File: config.mk
export PLATFORM = sky130hd
export DESIGN_NAME = sender_drive_arbiter
export DESIGN_NICKNAME = d
export VERILOG_FILES = /design/src/rtl/sender_drive_arbiter.sv
export SDC_FILE = /design/constraint.sdc
export NUM_CORES = 1
export LEC_CHECK = 0
export BUFFER_PORTS_ARGS = -buffer_cell sky130_fd_sc_hd__buf_2
export CAP_MARGIN = 20
export CORE_MARGIN = 3
export CORE_UTILIZATION = 40
export CTS_CLUSTER_DIAMETER = 80
export CTS_CLUSTER_SIZE = 25
export DETAILED_ROUTE_END_ITERATION = 8
export PLACE_DENSITY = 0.68
export SETUP_SLACK_MARGIN = 0.1
export SLEW_MARGIN = 10
export SYNTH_ARGS = -nofsm -noshare
export SYNTH_HDL_FRONTEND = slang
export SYNTH_SLANG_ARGS = --single-unit
File: constraint.sdc
create_clock -name clk -period 2.3 [get_ports clk]
set_clock_uncertainty 0.05 [all_clocks]
set_input_delay 0.69 -clock clk [delete_from_list [all_inputs] [get_ports clk]]
set_output_delay 0.69 -clock clk [all_outputs]
set_load 0.005 [all_outputs]
File: src/rtl/sender_drive_arbiter.sv
// Round-robin arbiter sharing one two-phase sender stage among N requesters.
// Each grant toggles o_drive once; completion follows the synchronized i_free toggle.
module sender_drive_arbiter #(
  parameter int N           = 4,
  parameter int SYNC_STAGES = 2,
  parameter int TW          = 8,
  parameter int TIMEOUT     = 200
) (
  input  logic         clk,
  input  logic         rst,
  input  logic [N-1:0] i_req,
  output logic [N-1:0] o_gnt,
  output logic [N-1:0] o_done,
  output logic         o_drive,
  input  logic         i_free,
  output logic         o_busy,
  output logic         o_timeout
);

  // state | meaning
  // IDLE  | no transaction; arbitrate when a request is pending and the sender is acked
  // WAIT  | o_drive toggled for winner; waiting for matching i_free phase or timeout
  // DONE  | ack received; o_done pulses on winner, grant released next edge
  // STALL | timed out; grant dropped, waiting for the late ack before re-arbitrating

  localparam int            IW       = (N > 1) ? $clog2(N) : 1;
  localparam logic [TW-1:0] CNT_LAST = (TIMEOUT > 0) ? TW'(TIMEOUT - 1) : '0;
  localparam logic [TW-1:0] CNT_MAX  = '1;

  typedef enum logic [1:0] {IDLE, WAIT, DONE, STALL} state_t;

  state_t                 state;
  logic [SYNC_STAGES-1:0] free_sync;
  logic                   free_s;
  logic                   acked;
  logic [IW-1:0]          ptr;
  logic [IW-1:0]          win;
  logic [IW-1:0]          win_nxt;
  logic [IW-1:0]          pick;
  logic [IW-1:0]          idx;
  logic                   pick_vld;
  logic [TW-1:0]          cnt;

  assign free_s  = free_sync[SYNC_STAGES-1];
  assign acked   = (free_s == o_drive);
  assign win_nxt = (int'(win) == N - 1) ? '0 : win + 1'b1;

  always_ff @(posedge clk or posedge rst) begin
    if (rst) free_sync <= '0;
    else     free_sync <= {free_sync[SYNC_STAGES-2:0], i_free};
  end

  // Scan from the highest offset down so the first set bit at/after ptr wins last.
  always_comb begin
    pick     = ptr;
    pick_vld = 1'b0;
    idx      = '0;
    for (int i = N - 1; i >= 0; i--) begin
      idx = IW'((int'(ptr) + i) % N);
      if (i_req[idx]) begin
        pick     = idx;
        pick_vld = 1'b1;
      end
    end
  end

  always_ff @(posedge clk or posedge rst) begin
    if (rst) begin
      state     <= IDLE;
      o_gnt     <= '0;
      o_done    <= '0;
      o_drive   <= 1'b0;
      o_busy    <= 1'b0;
      o_timeout <= 1'b0;
      ptr       <= '0;
      win       <= '0;
      cnt       <= '0;
    end else begin
      o_done    <= '0;
      o_timeout <= 1'b0;
      case (state)
        IDLE: begin
          if (pick_vld && acked) begin
            o_gnt   <= N'(1) << pick;
            o_drive <= ~o_drive;
            win     <= pick;
            cnt     <= '0;
            o_busy  <= 1'b1;
            state   <= WAIT;
          end
        end
        WAIT: begin
          if (cnt != CNT_MAX) cnt <= cnt + 1'b1;
          // An ack seen on the timeout cycle takes priority.
          if (acked) begin
            o_done <= o_gnt;
            state  <= DONE;
          end else if (TIMEOUT != 0 && cnt == CNT_LAST) begin
            o_timeout <= 1'b1;
            o_gnt     <= '0;
            state     <= STALL;
          end
        end
        DONE: begin
          o_gnt  <= '0;
          ptr    <= win_nxt;
          o_busy <= 1'b0;
          state  <= IDLE;
        end
        STALL: begin
          if (acked) begin
            ptr    <= win_nxt;
            o_busy <= 1'b0;
            state  <= IDLE;
          end
        end
        default: state <= IDLE;
      endcase
    end
  end

endmodule

### Yosys cells after proc, flatten, opt, wreduce, memory -nomap -nowiden

Index checks and enable logic that the tools add are counted.

* register bits: 27
* bits in latches: 0
* memory bits (writable): 0
* bits in read-only memories: 0
* input bits: 7
* output and inout port bits: 11
* logic and storage cells: 85
* memories kept: 0

* add/subtract/negate cells: 5
* multiply operators: 0
* div/mod/pow operators: 0
* order comparisons: 4
* eq/ne operators: 13
* shift operators: 1
* muxes and demuxes: 39
* bitwise operators: 1
* reductions and logical operators: 12

Operator list (number)
* $mux 2: 10
* $mux 4: 5
* $mux 8: 2
* $pmux 8 s2: 1
* $mux 1: 13
* $lt 2x3->1 const B: 4
* $pmux 4 s3: 1
* $ne 2x2->1 const B: 5
* $reduce_and 3->1: 3
* $add 8x1->8 const B: 1
* $bmux 1 s2: 4
* $eq 8x8->1 const B: 1
* $ne 8x8->1 const B: 1
* $pmux 2 s4: 1
* $reduce_bool 3->1: 2
* $add 2x1->2 const B: 2
* $add 2x2->2 const B: 2
* $eq 2x1->1 const B: 2
* $eq 2x2->1 const B: 2
* $pmux 2 s2: 1
* $reduce_and 2->1: 2
* $reduce_and 4->1: 1
* $reduce_bool 2->1: 2
* $shl 1x2->4 const A: 1
* 6 further kinds: 6

### Longest topological paths before layout

* word-level depth: 10
* mapped depth: 8
* mapped depth without buffers: 6

### Worst setup path after synthesis

OpenSTA, ideal clock, no wires.

* path kind: input -> register
* from: input i_req[1]
* to: register cnt[2]
* library setup time: 122 ps
* data arrival time: 1966 ps
* setup slack: 162 ps
* stages: 5
* buffers on the path: 1
* path through: or4_4 -> a21bo_2 -> and2_1 -> clkbuf_2 -> a32o_1

* longest elaborated chain between the ends: 9
* elaborated cells between the ends (all ways): 15
* those cells by class: 1 x eq/ne; 12 x mux; 2 x reduce/logical

Ends and longest elaborated chain
* from (decl): line 11 `input logic [N-1:0] i_req,`
* $bmux 1 s2: line 60 `if (i_req[idx]) begin`
* $mux 1 (implied by the code): line 60
* $mux 1 (3 in series): line 60
* $mux 1 (*): line 60
* $logic_and 1x1->1 (*): line 83 `if (pick_vld && acked) begin`
* $ne 2x2->1 (no line) (*)
* $reduce_and 3->1 (no line) (*)
* to (signal assigned): line 93 `if (cnt != CNT_MAX) cnt <= cnt + 1'b1;`
* to (decl): line 42 `logic [TW-1:0] cnt;`

Every way passes the cells marked *; elsewhere a longest branch is shown, timed or not. The select of a mux whose other input is x is not followed.
A chain may end at the register's enable or synchronous reset.

### Worst setup path in the final report

* from: register state[1]
* to: register cnt[3]

* longest elaborated chain between the ends: 3
* elaborated cells between the ends (all ways): 7
* those cells by class: 3 x eq/ne; 1 x mux; 3 x reduce/logical

Ends and longest elaborated chain
* from (decl): line 32 `state_t state;`
* from (signal assigned): line 69 `state <= IDLE;`
* from (signal assigned): line 89 `state <= WAIT;`
* from (signal assigned): line 97 `state <= DONE;`
* $eq 2x1->1 or $logic_not 2->1 (tied branches): line 81 `case (state)`
* $ne 2x2->1 (no line) or $reduce_bool 2->1 (tied branches)
* $reduce_and 3->1 (no line)

Several ways; a longest one is shown, not always the timed one.

==> summary.md <==
| Metric | Value |
|---|---|
| Switching Fraction | 42.9% |
| Logic pwr share | 52.3% |
| Std cell rows | 21 |
| Residual DRC count | 0 |
| Hold_ws | 322 ps |
| Initial standard-cell utilization of the core | 42.8% |
| Horizontal die dimension | 66.5 microns |
| Net switching power figure | 858 uW |
| Commonest cells after routing, fill and taps aside | dfrtp_1 (27), buf_2 (17), nand3_1 (14), nand2_1 (11), inv_1 (10) |
| Worst Max-Slew Pin Slew | 597 ps |
| Placeable core area | 3420 sq um |
| Die area | 4420 sq um |
| Warnings from Yosys | 0 |
| Share of cells above drive strength 1 | 21.2% |
| Proportion of power drawn by the clock network | 10.5% |
| Half-perimeter wire length after placement | 2300 microns |
| Average footprint of a synthesized cell | 9.82 sq um |
| Clock slew at reported path FFs | 150 ps |
| Most frequently used flop master after synthesis | dfrtp_1 |
| Pin count of the biggest net entering global routing | 28 |
| Unrepaired setup endpoints after global routing | no |
| Rel. slew slack | 59.2% |
| Fillcell total | 335 |
| Total congestion overflow | 0 |
| Worst vdd ir | 0.597 mV |
| Setup Total Neg Slack | 0 ps |
| Critical Path Slowest Stage Cell | dfrtp_1 |
| Crit path setup slack, layout | 289 ps |
| Sequential group share of total power | 37.1% |
| Final count of pins violating max slew | 0 |
| Portion of the clock cycle consumed by the worst path in the final layout | 87.4% |
| Bufs on Longest Clock Path | 2 |
| Sequence of cells on the critical path | inv_1 -> ha_2 -> buf_4 -> nand2_1 -> o32a_1 -> and2_1 -> a32o_1 |
| Post-placement worst setup slack | 8.34 ps |
| Routed vias/inst | 5.66 |
| Max Clock Freq | 497 MHz |
| Sequential fraction of the synthesis area | 46.2% |
| DRT iter0 DRCs | 57 |
| Count of non-filler cells in the finished layout | 216 |
| Antenna violations before repair | 0 |
| Maximum capacitance violations | 0 |
| CTS root buf | clkbuf_4 |
| Critical path buffers and inverters | 2 |
| Final routed wire length divided by cell count | 14.3 microns |
| Count of different cell masters after synthesis | 46 |
| Kind of cell adding the most delay to the critical path | compound AO/OA/AOI/OAI gates |
| Total via count in the routed design | 1222 |
| TritonCTS buffer count | 3 |
| DR pass1 iterations | 4 |
| IO Port Bufs | 17 |
| Commonest non-fill, non-tap cell in the layout | dfrtp_1 |
| Final estimated routing congestion in global placement | 0.809 |
| Count of mapped cells out of synthesis | 149 |
| Standby leakage power | 0.000768 uW |
| Number of nets with antenna violations after detailed routing | 0 |
| Sinks on Clock Net | 27 |
| Critical path class | reg -> reg |
| Post-CTS setup-driven buffer insertion count | 0 |
| Type of the tightest min-delay check | reg -> reg |
| Ys async rst share | 100% |
| CTS tree | done |
| H-Tree Depth | 1 |
| Result of the run | completed |
| Startpoint type of the worst setup path | flip-flop |
| Vert. Die Dim | 66.5 microns |
| Total setup violations reported at the end of the flow | 0 |
| Total track usage | 15.4% |
| Global-route wire length before repair | 5330 microns |
| Number of top-level design ports | 18 |
| WP data arrival | 2200 ps |
| Critical path capture point type | flip-flop |
| Number of enable flip-flop cells after synthesis | 0 |
| Time the worst path needs with I/O delays and setup | 2010 ps |
| Total power density per cell area | 1210 nW/um^2 |
| Total inserted antenna cells | 0 |
| Number of global-route vias before repair | 1212 |
| Number of instances resized during post-cts repair | 0 |
| Final wirelength | 3080 microns |
| Number of nets produced by synthesis | 162 |
| Critical path required time | 2490 ps |
| Hold buffers post-CTS | 0 |
| Crit-path max cell delay | 430 ps |
| Final hold violation count | 0 |
| Count of state elements after synthesis | 27 |
| Total standard cell area after synthesis | 1460 sq um |
| Total Nets Final | 184 |
| Signed area change from the synthesized netlist to the final layout | 13.2% |
| Cell total after placement | 212 |
| P_int | 1140 uW |
| Critical path peak fanout | 10 |
| Clock insertion delay at the later pin of the skew report | 330 ps |
## Yosys cell counts, drive strengths merged (2+ instances only)
| master | instances | area share [%] |
|---|---|---|
| nor2b | 6 | 2.6 |
| and2 | 2 | 1.0 |
| nand2 | 11 | 2.8 |
| inv | 10 | 2.6 |
| or4 | 2 | 1.3 |
| nand2b | 3 | 1.3 |
| nand3 | 14 | 4.8 |
| o211ai | 3 | 1.5 |
| xnor2 | 2 | 1.2 |
| nor2 | 3 | 0.77 |
| and3 | 4 | 1.7 |
| o21ai | 7 | 2.4 |
| clkbuf | 5 | 1.4 |
| o31ai | 6 | 3.1 |
| nor3 | 5 | 1.7 |
| a32o | 4 | 2.7 |
| nand4 | 5 | 2.1 |
| dfrtp | 27 | 46 |
| ha | 6 | 5.1 |
## final cells by class
type | count | area, sq um | area share (%)
clock buffers | 3 | 22.5 | 1.36
clock inverters | 1 | 5.00 | 0.302
multi-input cells | 106 | 727 | 43.9
well taps | 46 | 57.6 | 3.48
inverters | 10 | 37.5 | 2.27
flip-flops and latches | 27 | 676 | 40.8
repair buffers | 23 | 130 | 7.86
## worst register-to-register path, stage by stage (launching register included)
cell and delay [ps]:
dfrtp_1 430, inv_1 110, ha_2 250, buf_4 180, nand2_1 60, o32a_1 290
and2_1 250, a32o_1 290
## metal layers
layer  vias to the layer above  wire (microns)  global-route usage [%]
li1                        592               -                       -
met1                       593            1430                    19.7
met2                        32            1480                    25.8
met3                         5             124                    1.52
met4                         0              50                    7.36
met5                         -               0                       0
## state kept, by name (all words and copies together), names as in the netlist
signal     flops
free_sync      2
ptr            2
state          2
o_busy         1
cnt            8
o_timeout      1
win            2
o_drive        1
o_gnt          4
o_done         4
## per-stage QoR
stage / power (uW) / area (sq um) / utilization [%]
after floorplan: 1480 / 1460 / -
after global placement: 1730 / 1630 / 47.6
after detailed placement: 1800 / 1630 / 47.6
after CTS: 2010 / 1650 / 48.4
after global routing: 2170 / 1660 / 48.5
final: 2000 / 1660 / 48.5
## logic make-up (layout without fill, tap and decap cells)
family / after synthesis / in the layout / share of synthesized area (%)
muxes: 2 / 2 / 1.45
buffers and inverters: 16 / 37 / 4.28
DFF: 27 / 27 / 46.2
and+or+nand+nor: 61 / 61 / 23.4
AOI/OAI and AO/OA: 34 / 34 / 17.8
adders and majority gates: 6 / 6 / 5.13
xor gates and xnor gates: 3 / 3 / 1.80
## worst paths after layout
kind,start,endpoint,slack [ps],cells after the start
setup reg to reg,state[1]$_DFFE_PP0P_,cnt[3]$_DFFE_PP0P_,290,7
max in group asynchronous,rst,cnt[1]$_DFFE_PP0P_,1610,3
setup / recovery,state[1]$_DFFE_PP0P_,cnt[3]$_DFFE_PP0P_,290,7
hold reg to reg,free_sync[0]$_DFF_PP0_,free_sync[1]$_DFF_PP0_,320,0
min in group asynchronous,rst,o_timeout$_DFF_PP0_,340,3
hold / removal,free_sync[0]$_DFF_PP0_,free_sync[1]$_DFF_PP0_,320,0
## power by group through the flow
stage	clock, uW	combinational [uW]	sequential, uW
after global routing	235	1180	764
after floorplan	0	753	729
after global placement	0	990	742
final	210	1050	743
after detailed placement	0	1040	755
after CTS	216	1050	744
Power figures use the tool's default switching activity.
